**src/rtl/alu_op_sequencer_if.sv**
```systemverilog
// Bus bundle between the instruction sequencer/ALU side and alu_op_sequencer.
// The slave modport is the sequencer's view; master is the driving environment.
interface alu_op_sequencer_if;
    logic       start;
    logic [7:0] instr;
    logic [7:0] alu_result;
    logic       sign;
    logic       carry;
    logic       zero;
    logic [2:0] fctn_code;
    logic       alu_enable;
    logic       busy;
    logic       done;
    logic       err;
    logic [7:0] reg_a;
    logic [7:0] reg_d;
    logic       cond_sign;
    logic       cond_carry;
    logic       cond_zero;

    modport slave (
        input  start, instr, alu_result, sign, carry, zero,
        output fctn_code, alu_enable, busy, done, err,
               reg_a, reg_d, cond_sign, cond_carry, cond_zero
    );

    modport master (
        output start, instr, alu_result, sign, carry, zero,
        input  fctn_code, alu_enable, busy, done, err,
               reg_a, reg_d, cond_sign, cond_carry, cond_zero
    );
endinterface

```
**src/rtl/alu_op_sequencer.sv**
```systemverilog
// Decodes ALU-class instructions (1000 R FFF), drives the relay ALU, waits for it to
// settle and captures result/flags. Optional: ALU_SEQ_NULL_NOWRITE_EN (NULL fn skips write).
module alu_op_sequencer #(
    parameter int unsigned SETTLE_CYCLES = 3
) (
    input  logic               clk,
    input  logic               reset,
    alu_op_sequencer_if.slave  bus
);
    localparam int unsigned CNT_W   = 4;
    localparam logic [3:0]  OPC_ALU = 4'b1000;
    localparam logic [2:0]  FN_ADD  = 3'b000;
    localparam logic [2:0]  FN_INC  = 3'b001;
    localparam logic [2:0]  FN_SHL  = 3'b110;
    localparam logic [2:0]  FN_NULL = 3'b111;

    typedef enum logic [1:0] {
        S_IDLE,
        S_SETTLE,
        S_LATCH,
        S_DONE
    } state_t;

    state_t             r_state;
    logic [3:0]         r_op;
    logic [CNT_W-1:0]   r_cnt;
    logic [2:0]         r_fctn;
    logic               r_alu_en;
    logic               r_busy;
    logic               r_done;
    logic               r_err;
    logic [7:0]         r_reg_a;
    logic [7:0]         r_reg_d;
    logic               r_cond_sign;
    logic               r_cond_carry;
    logic               r_cond_zero;

    logic               w_is_alu;
    logic               w_carry_fn;
    logic               w_write_en;

    assign w_is_alu   = (bus.instr[7:4] == OPC_ALU);
    // Only the arithmetic functions produce a meaningful carry.
    assign w_carry_fn = (r_op[2:0] == FN_ADD) || (r_op[2:0] == FN_INC) ||
                        (r_op[2:0] == FN_SHL);

`ifdef ALU_SEQ_NULL_NOWRITE_EN
    assign w_write_en = (r_op[2:0] != FN_NULL);
`else
    assign w_write_en = 1'b1;
`endif

    // Sequencer FSM with registered outputs and architectural registers.
    always_ff @(posedge clk) begin
        if (reset) begin
            r_state      <= S_IDLE;
            r_op         <= '0;
            r_cnt        <= '0;
            r_fctn       <= '0;
            r_alu_en     <= 1'b0;
            r_busy       <= 1'b0;
            r_done       <= 1'b0;
            r_err        <= 1'b0;
            r_reg_a      <= '0;
            r_reg_d      <= '0;
            r_cond_sign  <= 1'b0;
            r_cond_carry <= 1'b0;
            r_cond_zero  <= 1'b0;
        end else begin
            r_err <= 1'b0;
            case (r_state)
                S_IDLE: begin
                    if (bus.start) begin
                        if (w_is_alu) begin
                            r_op     <= bus.instr[3:0];
                            r_fctn   <= bus.instr[2:0];
                            r_alu_en <= 1'b1;
                            r_busy   <= 1'b1;
                            r_cnt    <= CNT_W'(SETTLE_CYCLES - 1);
                            r_state  <= S_SETTLE;
                        end else begin
                            r_err <= 1'b1;
                        end
                    end
                end
                S_SETTLE: begin
                    if (r_cnt == '0) begin
                        r_state <= S_LATCH;
                    end else begin
                        r_cnt <= r_cnt - CNT_W'(1);
                    end
                end
                S_LATCH: begin
                    if (w_write_en) begin
                        if (r_op[3]) begin
                            r_reg_d <= bus.alu_result;
                        end else begin
                            r_reg_a <= bus.alu_result;
                        end
                    end
                    r_cond_sign  <= bus.sign;
                    r_cond_zero  <= bus.zero;
                    r_cond_carry <= w_carry_fn ? bus.carry : 1'b0;
                    r_alu_en     <= 1'b0;
                    r_done       <= 1'b1;
                    r_state      <= S_DONE;
                end
                S_DONE: begin
                    r_done  <= 1'b0;
                    r_busy  <= 1'b0;
                    r_fctn  <= '0;
                    r_state <= S_IDLE;
                end
                default: begin
                    r_state <= S_IDLE;
                end
            endcase
        end
    end

    assign bus.fctn_code  = r_fctn;
    assign bus.alu_enable = r_alu_en;
    assign bus.busy       = r_busy;
    assign bus.done       = r_done;
    assign bus.err        = r_err;
    assign bus.reg_a      = r_reg_a;
    assign bus.reg_d      = r_reg_d;
    assign bus.cond_sign  = r_cond_sign;
    assign bus.cond_carry = r_cond_carry;
    assign bus.cond_zero  = r_cond_zero;

endmodule
```
**src/flat_wrapper.sv**
```systemverilog
// flat-port wrapper written by rule: the top's interface ports become plain ports
module alu_op_sequencer_flat 
#(
    parameter int unsigned SETTLE_CYCLES = 3
)
  (clk, reset, bus_start, bus_instr, bus_alu_result, bus_sign, bus_carry, bus_zero, bus_fctn_code, bus_alu_enable, bus_busy, bus_done, bus_err, bus_reg_a, bus_reg_d, bus_cond_sign, bus_cond_carry, bus_cond_zero);
  alu_op_sequencer_if bus_i ();
  input  logic clk;
  input  logic reset;
  input wire logic [$bits(bus_i.start)-1:0] bus_start;
  input wire logic [$bits(bus_i.instr)-1:0] bus_instr;
  input wire logic [$bits(bus_i.alu_result)-1:0] bus_alu_result;
  input wire logic [$bits(bus_i.sign)-1:0] bus_sign;
  input wire logic [$bits(bus_i.carry)-1:0] bus_carry;
  input wire logic [$bits(bus_i.zero)-1:0] bus_zero;
  output wire logic [$bits(bus_i.fctn_code)-1:0] bus_fctn_code;
  output wire logic [$bits(bus_i.alu_enable)-1:0] bus_alu_enable;
  output wire logic [$bits(bus_i.busy)-1:0] bus_busy;
  output wire logic [$bits(bus_i.done)-1:0] bus_done;
  output wire logic [$bits(bus_i.err)-1:0] bus_err;
  output wire logic [$bits(bus_i.reg_a)-1:0] bus_reg_a;
  output wire logic [$bits(bus_i.reg_d)-1:0] bus_reg_d;
  output wire logic [$bits(bus_i.cond_sign)-1:0] bus_cond_sign;
  output wire logic [$bits(bus_i.cond_carry)-1:0] bus_cond_carry;
  output wire logic [$bits(bus_i.cond_zero)-1:0] bus_cond_zero;
  assign bus_i.start = bus_start;
  assign bus_i.instr = bus_instr;
  assign bus_i.alu_result = bus_alu_result;
  assign bus_i.sign = bus_sign;
  assign bus_i.carry = bus_carry;
  assign bus_i.zero = bus_zero;
  assign bus_fctn_code = bus_i.fctn_code;
  assign bus_alu_enable = bus_i.alu_enable;
  assign bus_busy = bus_i.busy;
  assign bus_done = bus_i.done;
  assign bus_err = bus_i.err;
  assign bus_reg_a = bus_i.reg_a;
  assign bus_reg_d = bus_i.reg_d;
  assign bus_cond_sign = bus_i.cond_sign;
  assign bus_cond_carry = bus_i.cond_carry;
  assign bus_cond_zero = bus_i.cond_zero;
  alu_op_sequencer #(.SETTLE_CYCLES(SETTLE_CYCLES)) u_core (.clk(clk), .reset(reset), .bus(bus_i));
endmodule
```
**config.mk**
```make
export PLATFORM = sky130hd
export DESIGN_NAME = alu_op_sequencer_flat
export DESIGN_NICKNAME = d
export VERILOG_FILES = /design/src/rtl/alu_op_sequencer_if.sv /design/src/rtl/alu_op_sequencer.sv /design/src/flat_wrapper.sv
export SDC_FILE = /design/constraint.sdc
export NUM_CORES = 1
export LEC_CHECK = 0
export ABC_AREA = 0
export BUFFER_PORTS_ARGS = -buffer_cell sky130_fd_sc_hd__buf_2
export CORE_MARGIN = 2
export CORE_UTILIZATION = 45
export CTS_CLUSTER_DIAMETER = 30
export DETAILED_ROUTE_END_ITERATION = 8
export PLACE_DENSITY = 0.75
export SYNTH_ARGS = -nofsm -noshare
export SYNTH_HDL_FRONTEND = slang
export SYNTH_SLANG_ARGS = --single-unit
```
**constraint.sdc**
```tcl
create_clock -name clk -period 1.8 [get_ports clk]
set_clock_uncertainty 0.1 [all_clocks]
set_input_delay 0.36 -clock clk [delete_from_list [all_inputs] [get_ports clk]]
set_output_delay 0.36 -clock clk [all_outputs]
set_load 0.05 [all_outputs]
```
# Yosys cells after proc, flatten, opt, wreduce, memory -nomap -nowiden

Cells that the tools add are included.

Flip-flop bits (word level): 36
Output and inout port bits: 26
Bits in writable memories: 0
ROM bits: 0
Memories kept: 0
Latch bits: 0
Word-level logic and storage cells: 62

Shift operators: 0
Multiply operators: 0
Equal/unequal tests: 10
Bitwise operators: 3
$add $sub $neg: 1
Reductions and logical operators: 17
Magnitude comparators: 0
Divide/modulo/power cells: 0
Mux-type cells: 18

Operator list:

| operator            | count |
|---|---|
| $mux 4              | 3 |
| $reduce_and 3->1    | 4 |
| $pmux 2 s4          | 1 |
| $pmux 4 s2          | 1 |
| $reduce_bool 2->1   | 4 |
| $mux 2              | 3 |
| $mux 3              | 2 |
| $pmux 1 s2          | 3 |
| $pmux 3 s2          | 1 |
| $eq 2x2->1 const B  | 2 |
| $eq 4x4->1 const B  | 1 |
| $logic_not 4->1     | 1 |
| $mux 1              | 4 |
| $ne 2x1->1 const B  | 2 |
| $ne 2x2->1 const B  | 2 |
| $reduce_and 2->1    | 2 |
| $reduce_and 4->1    | 1 |
| $sub 4x1->4 const B | 1 |
| $eq 3x1->1 const B  | 1 |
| $eq 3x3->1 const B  | 1 |
| $logic_not 3->1     | 1 |
| $not 1->1           | 3 |
| $reduce_or 3->1     | 1 |
| $eq 2x1->1 const B  | 1 |
| 2 further kinds     | 3 |

# Depth between registers and ports, before layout

Gate-level depths: netlist of run 1.

Depth in word-level cells: 4
Gate-level depth with buffers: 7
Gate-level depth less buffers: 6

# Least setup slack after synthesis of run 1

No wires, ideal clock.

Kind: in2reg
From: input port bus_instr[5]
To: register u_core.r_cnt[2]
Setup slack: -0.136 ns
Library setup time: 0.091 ns
Buffers on the path: 1
Cell stages on the path: 5
Arrival time: 1.745 ns
Cell sequence: or4b_1 > buf_6 > a2111oi_4 > a21oi_1 > a311oi_1

Longest elaborated chain between the ends: 3

Ends and longest elaborated chain:

| item                              | RTL line               | text |
|---|---|---|
| from (decl)                       | flat_wrapper.sv:11     | `input wire logic [$bits(bus_i.instr)-1:0] bus_instr;` |
| $eq 4x4->1                        | alu_op_sequencer.sv:42 | `assign w_is_alu = (bus.instr[7:4] == OPC_ALU);` |
| $ne 2x1->1 (no source line)       | --                     |  |
| $reduce_and 4->1 (no source line) | --                     |  |
| to (signal assigned)              | alu_op_sequencer.sv:79 | `r_cnt <= CNT_W'(SETTLE_CYCLES - 1);` |
| to (signal assigned)              | alu_op_sequencer.sv:90 | `r_cnt <= r_cnt - CNT_W'(1);` |
| to (decl)                         | alu_op_sequencer.sv:26 | `logic [CNT_W-1:0] r_cnt;` |

No other way between the ends.
A chain may end at the register's enable or synchronous reset.

# Worst setup path after layout of run 1

From: register u_core.r_state[1]
To: register u_core.r_cnt[2]

Longest elaborated chain between the ends: 3
Elaborated cells between the ends (all ways): 8
Classes of those cells: eq/ne: 4; mux: 1; reduce/logical: 3

Ends and longest elaborated chain:

| item                                                | RTL line               | text |
|---|---|---|
| from (decl)                                         | alu_op_sequencer.sv:24 | `state_t r_state;` |
| from (signal assigned)                              | alu_op_sequencer.sv:56 | `r_state <= S_IDLE;` |
| from (signal assigned)                              | alu_op_sequencer.sv:80 | `r_state <= S_SETTLE;` |
| from (signal assigned)                              | alu_op_sequencer.sv:88 | `r_state <= S_LATCH;` |
| $eq 2x1->1 or $logic_not 2->1 (tied branches)       | alu_op_sequencer.sv:71 | `case (r_state)` |
| $ne 2x2->1 (no source line) (tied with other cells) | --                     |  |
| $reduce_and 4->1 (no source line)                   | --                     |  |

Several ways; a longest one is shown, not always the timed one.

==> results of run 1 <==
[per-layer routing]
layer  routed length, um  global-route usage, %  share of wire (%)
met5                   0                      0                  0
met4                  15                   6.38               0.48
met3                 168                   7.66                5.4
met2                1540                   29.6                 49
met1                1420                   18.4                 45
[through the flow]
stage	hold WS, ps	utilization (%)	power, mW	worst slack [ps]
6_report	163	61.3	2.02	119
5_1_grt	140	61.3	2.13	-14.6
4_1_cts	153	59.5	1.95	13.4
3_5_place_dp	343	57.0	1.40	-160
3_3_place_gp	340	57.0	1.39	-104
2_1_floorplan	348	-	1.24	-24.8
[worst reg2reg max path: stages (launching register included)]
cell and delay (ps):
dfxtp_2 350, inv_2 70, ha_4 170, and2b_2 200, a2111oi_4 360, a21oi_1 120, a311oi_1 240
[kinds of logic after synthesis]
| kind of cell | after synthesis |
|---|---|
| mux | 10 |
| flops | 36 |
| fa+ha+maj | 7 |
| compound gates | 38 |
| buf+inv | 16 |
| simple gates | 61 |
[placed cells by master, fill, tap and decap left out, drive strengths merged]
cell,synthesis,routed
nand3,9,9
nand3b,1,1
clkbuf,7,6
a211oi,1,1
a2bb2oi,1,1
nor3,5,5
inv,7,7
o41ai,2,2
buf,2,62
a311oi,3,3
a21oi,18,18
nor2,21,21
mux2i,10,10
o21ai,7,7
o22ai,1,1
clkinv,0,1
nand2b,3,3
ha,7,7
bufinv,0,1
nor4b,1,1
dfxtp,36,36
a22oi,3,3
nor3b,1,1
nor2b,2,2
a2111oi,1,1
o21bai,1,1
and2b,1,1
or4b,1,1
nand2,16,16
[path summary, 6_finish.rpt]
path	end	startpoint	depth (start not counted)
hold reg to reg	u_core.bus.reg_d[7]	u_core.bus.reg_d[7]	2
setup reg to reg	u_core.r_cnt[2]	u_core.r_state[1]	6
hold / removal	u_core.bus.cond_sign	bus_sign	3
setup / recovery	u_core.r_cnt[2]	u_core.r_state[1]	6
[power by group]
part	internal (mW)	switching, mW
clock network	0.291	0.258
logic	0.235	0.356
registers	0.848	0.0290
[state kept, by name, indices dropped and copies added, names as in the netlist, 2 cells and up]
signal                flops
u_core.r_state            2
u_core.bus.fctn_code      3
u_core.r_op               4
u_core.bus.reg_a          8
u_core.r_cnt              4
u_core.bus.reg_d          8
[what timing repair did]
item / CTS / global route
setup endpoints to repair: 1 / 8
hold buffers: 0 / 0
gates resized for setup: 1 / 13
buffers inserted: 0 / 2
pin swaps: 0 / 4
[cell type report]
| class | instances | area share, % |
|---|---|---|
| Tap cell | 46 | 2.86 |
| Clock inverter | 2 | 1.74 |
| Inverter | 7 | 1.31 |
| Clock buffer | 6 | 2.05 |
| Timing Repair Buffer | 62 | 18.1 |
| Multi-Input combinational cell | 116 | 37.8 |
| Sequential cell | 36 | 36.1 |
==> results.md, run 1 <==
| Quantity | Value |
| --- | --- |
| Result of the run | complete, no violations |
| Number of failing setup endpoints in the final timing report | 0 |
| Worst Setup Start Kind | flop |
| Number of distinct library cells after synthesis | 28 |
| Global-route wire length before repair | 4710 um |
| Library cell with the highest instance count after synthesis | dfxtp_1 |
| Total of fill cells in the finished design | 286 |
| I/O pin count | 48 |
| Adder and majority cell fraction of the synthesized area | 5.81% |
| Worst endpoint required time | 1950 ps |
| Slack of the worst reg-to-reg path | 120 ps |
| Pre-antenna DRT Iters | 4 |
| Row count | 21 |
| Fin area | 2010 um^2 |
| Share of the synthesized area in the top cell type | 47.8% |
| Leading register cell type out of synthesis | dfxtp_1 |
| Total count of hold-check failures in the final report | 0 |
| Slew @ Worst Pin | 463 ps |
| Chip height | 61.9 um |
| Routed vias | 1349 |
| Routed length per placed instance | 11.4 um |
| Number of global-route vias before repair | 1150 |
| Post-synthesis instance area | 1510 um^2 |
| Remaining global-route overflow | 0 |
| Cell Count, Final, Fillers Out | 275 |
| Initial cell density of the core | 45.9% |
| Cell area after placement | 1870 um^2 |
| Cell class contributing the biggest share of worst-path delay | compound AO/OA/AOI/OAI gates |
| Cell Chain, Critical Path | inv_2 -> ha_4 -> and2b_2 -> a2111oi_4 -> a21oi_1 -> a311oi_1 |
| Overall die area | 3830 um^2 |
| Number of antenna violations at the first check in global routing | 0 |
| Largest net degree at the start of global routing | 24 |
| Crit path max fanout | 4 |
| DP HPWL | 2320 um |
| Total inserted antenna cells | 0 |
| Antenna Nets Post-Route | 0 |
| Global-route usage over all layers | 17.1% |
| Worst-skew pair later-pin latency | 330 ps |
| CTS tree | done |
| Placed Cells incl. Taps | 265 |
| Fraction of the mapped netlist area in compound gates | 16.5% |
| Nature of the critical path endpoint | flop |
| Setup Crit Path Kind | reg -> reg |
| Fraction of layout cells with a size suffix above 1 | 35.8% |
| Gate count of the mapped netlist | 168 |
| Clock Tree Root | clkbuf_4 |
| Maximum buffer depth of the clock tree | 2 |
| Sum Neg Setup Slack | 0 ps |
| Max Fclk | 0.595 GHz |
| Static leakage power | 0.838 nW |
| EDFF count, synth | 0 |
| Vias/cell | 4.91 |
| Area leader, netlist | dfxtp_1 |
| XOR/XNOR Fraction of Synth Area | 0% |
| Total area of multi-input combinational cells | 762 um^2 |
| TritonCTS Buffers | 5 |
| Final period util | 93.4% |
| Core box area | 3280 um^2 |
| Number of buffers inserted by port buffering | 47 |
| Maximum resistive drop on vdd | 0.000552 V |
| Nets in the synthesized netlist | 197 |
| Max-slew headroom | 68.7% |
| Arr. time, crit path | 1830 ps |
| Sequential area share after synthesis | 47.8% |
| Critical path's slowest cell | a2111oi_4 |
| Post-route DRC violation count | 0 |
| Register bit count reported by yosys | 36 |
| Final min period | 1680 ps |
| Post-synthesis to final-layout area growth | 33.5% |
| Main combinational cell family by area after synthesis | simple AND/OR/NAND/NOR gates |
| Clock-pin slew on the worst setup and hold paths | 110 ps |
| Power per standard cell area | 1000 nW/um^2 |
| Storage element area | 727 um^2 |
| Synthesized-area fraction occupied by and/or/nand/nor cells | 18.8% |
| List of most frequent post-synthesis cells | 36 x dfxtp_1, 21 x nor2_1, 18 x a21oi_1, 16 x nand2_1, 10 x mux2i_1 |
| Yosys Warn Count | 0 |
| DRC violation total after the first TritonRoute iteration | 53 |
| Class of the worst hold path | in -> reg |
| Maximum level of the CTS H-tree | 2 |
| Avg Cell Area, Syn | 8.97 um^2 |
| Post-layout nets | 257 |
| Crit path buffers/inverters | 1 |
| Post-synthesis mux area share | 6.64% |
| Top post-synthesis cells by area | dfxtp_1 48%, mux2i_1 6.6%, a21oi_1 6.0% |
| Fraction of synthesis flops using an asynchronous set or reset pin | 0% |
| Number of sinks on the clock net | 36 |
| Max-cap viol count | 0 |
| Routability cong. | 0.726 |
| Die Width | 61.9 um |
| Final number of max-transition violations | 0 |
| Peak per-stage delay on the critical path | 360 ps |
| Total routed wirelength | 3140 um |
(Power assumes the default switching activity.)
==> run 2, diff against run 1 <==
- PLACE_DENSITY: 0.75 -> not set
- PLACE_DENSITY_LB_ADDON: not set -> 0.3
==> run 2 against run 1 <==
  * Largest power group unchanged
  * Critical endpoint unchanged
  * Utilization shrank 0.91 points
  * Hold slack worse by 21 ps
  * Final area shrank 1.5%
  * Die area stayed put
  * Clock power is 24% lower
  * First-iteration DRC count up 75%
  * Setup slack lost 15 ps
==> results.md, run 2 (synthesis results as in run 1) <==
| Quantity | Value | vs previous |
| --- | --- | --- |
| Total of fill cells in the finished design | 288 | was 286 |
| Max-slew headroom | 71.9% | was 68.7% |
| Slew @ Worst Pin | 422 ps | was 463 ps |
| Total inserted antenna cells | 0 | unchanged |
| Met3 track demand over resource | 6.83% | was 7.66% |
| Endpoint of the lowest-slack register-to-register path | u_core.r_cnt[2] | unchanged |
| Final number of max-transition violations | 0 | unchanged |
| Smallest hold slack | 141 ps | was 163 ps |
| Post-route DRC violation count | 0 | unchanged |
| Number of buffers inserted by port buffering | 47 | unchanged |
| Routed length per placed instance | 11.4 um | about the same |
| Global routing met1 resource utilization | 18.1% | was 18.4% |
| Pre-antenna DRT Iters | 4 | unchanged |
| TritonCTS Buffers | 5 | unchanged |
| Arr. time, crit path | 1850 ps | was 1830 ps |
| DP HPWL | 2310 um | was 2320 um |
| Antenna Nets Post-Route | 0 | unchanged |
| Number of global-route vias before repair | 1127 | was 1150 |
| Placed Cells incl. Taps | 264 | was 265 |
| Number of sinks on the clock net | 36 | unchanged |
| Grt met2 use | 29.8% | was 29.6% |
| Largest net degree at the start of global routing | 30 | was 24 |
| Slack of the worst reg-to-reg path | 100 ps | was 120 ps |
| DRC violation total after the first TritonRoute iteration | 93 | was 53 |
| Grt peak-use layer | met2 | unchanged |
| CTS tree | done | unchanged |
| Setup Crit Path Kind | reg -> reg | unchanged |
| Initial cell density of the core | 45.9% | unchanged |
| Chip height | 61.9 um | unchanged |
| Result of the run | complete, no violations | unchanged |
| Sum Neg Setup Slack | 0 ps | unchanged |
| Startpoint of the worst setup timing path | u_core.r_state[1] | unchanged |
| Leading cell type in the layout, fill and taps excluded | buf_2 | unchanged |
| Core occupancy in the finished layout | 60.4% | was 61.3% |
| Row count | 21 | unchanged |
| Power per standard cell area | 949 nW/um^2 | was 1000 nW/um^2 |
| Post-layout nets | 257 | unchanged |
| Worst Setup Start Kind | flop | unchanged |
| Most frequent cells in the layout | 47 x buf_2, 34 x dfxtp_1, 21 x nor2_1 | was 47 x buf_2, 33 x dfxtp_1, 21 x nor2_1 |
| Max Fclk | 0.590 GHz | was 0.595 GHz |
| Critical path's slowest cell | dfxtp_2 | was a2111oi_4 |
| Power after layout | 1.88 mW | was 2.02 mW |
| Post-synthesis to final-layout area growth | 31.5% | was 33.5% |
| Worst-skew pair later-pin latency | 340 ps | was 330 ps |
| Clock-pin slew on the worst setup and hold paths | 110 ps | about the same |
| Number of antenna violations at the first check in global routing | 0 | unchanged |
| Smallest setup slack after layout | 104 ps | was 119 ps |
| Fraction of layout cells with a size suffix above 1 | 33.6% | was 35.8% |
| Global-route wire length before repair | 4690 um | was 4710 um |
| Number of cells on the worst reg-to-reg path | 6 | unchanged |
| Routed vias | 1347 | was 1349 |
| Maximum buffer depth of the clock tree | 2 | unchanged |
| Total count of hold-check failures in the final report | 0 | unchanged |
| Crit Reg-Reg Startpoint | u_core.r_state[1] | unchanged |
| Vias/cell | 4.90 | was 4.91 |
| Post-Place Setup Slack | -149 ps | was -160 ps |
| Crit path max fanout | 4 | unchanged |
| Peak per-stage delay on the critical path | 380 ps | was 360 ps |
| Number of failing setup endpoints in the final timing report | 0 | unchanged |
| I/O pin count | 48 | unchanged |
| Total routed wirelength | 3130 um | was 3140 um |
| Maximum resistive drop on vdd | 0.000475 V | was 0.000552 V |
| Maximum level of the CTS H-tree | 2 | unchanged |
| Class of the worst hold path | in -> reg | unchanged |
| Fin area | 1980 um^2 | was 2010 um^2 |
| Number of buffers inserted for hold repair after clock tree synthesis | 0 | unchanged |
| Overall die area | 3830 um^2 | unchanged |
| Clock Tree Root | clkbuf_4 | unchanged |
| Die Width | 61.9 um | unchanged |
| Core box area | 3280 um^2 | unchanged |
| Worst endpoint required time | 1950 ps | about the same |
| Nature of the critical path endpoint | flop | unchanged |
| Cell area after placement | 1870 um^2 | about the same |
| Static leakage power | 0.825 nW | was 0.838 nW |
| Remaining global-route overflow | 0 | unchanged |
| Cell Count, Final, Fillers Out | 275 | unchanged |
| Global-route usage over all layers | 16.9% | was 17.1% |
| Routability cong. | 0.797 | was 0.726 |
| Critical Path Sink | u_core.r_cnt[2] | unchanged |
| Final min period | 1700 ps | was 1680 ps |
| Final period util | 94.2% | was 93.4% |
| Cell Chain, Critical Path | inv_4 -> ha_4 -> and2b_2 -> a2111oi_4 -> a21oi_1 -> a311oi_1 | was inv_2 -> ha_4 -> and2b_2 -> a2111oi_4 -> a21oi_1 -> a311oi_1 |
| Max-cap viol count | 0 | unchanged |
[run 2: cell count changes in the layout (fill, tap and decap cells not counted), sizes merged]
cell	previous run	this run
clkbuf	6	7
bufinv	1	0
[run 2: area by class of cell]
class                      instances  area [um^2]  area share, %
multi-input combinational        116          753           38.0
sequential                        36          726           36.6
timing repair buffer              62          364           18.4
tap                               46         57.6           2.90
clock buffer                       7         45.0           2.27
inverter                           7         28.8           1.45
clock inverter                     1         8.76          0.442
[run 2: critical path: cells and delay by family, from the launching register on]
| family | cells | cell delay (ps) |
|---|---|---|
| buf+inv | 1 | 60 |
| fa+ha+maj | 1 | 150 |
| flops | 1 | 380 |
| compound gates | 3 | 730 |
| simple gates | 1 | 200 |
[run 2: worst min-delay path by stage]
stage,to,slack (ps),startpoint,cells after the start
5_1_grt,u_core.bus.reg_d[2],150,bus_alu_result[2],3
3_5_place_dp,u_core.bus.reg_d[0],340,u_core.bus.reg_d[0],2
6_report,u_core.r_op[3],140,bus_instr[3],3
2_1_floorplan,u_core.r_op[0],350,u_core.r_op[0],2
4_1_cts,u_core.r_op[3],130,bus_instr[3],3
3_3_place_gp,u_core.bus.reg_d[2],340,u_core.bus.reg_d[2],2
[run 2: power breakdown]
group	switching [mW]	internal, mW	leakage, nW
registers	0.0253	0.848	0.292
logic	0.354	0.237	0.504
clock network	0.262	0.157	0.0295
total	0.641	1.24	0.825
[run 2: timing repair]
item / CTS / global route
gates resized for setup: 0 / 11
endpoints found under the setup margin: 0 / 6
endpoints found under the hold margin: 0 / 0
buffers inserted: 0 / 3
[run 2: metal layers]
layer | wire [um] | vias up
li1 | - | 706
met1 | 1400 | 600
met2 | 1500 | 35
met3 | 176 | 6
met4 | 49 | 0
met5 | 0 | -
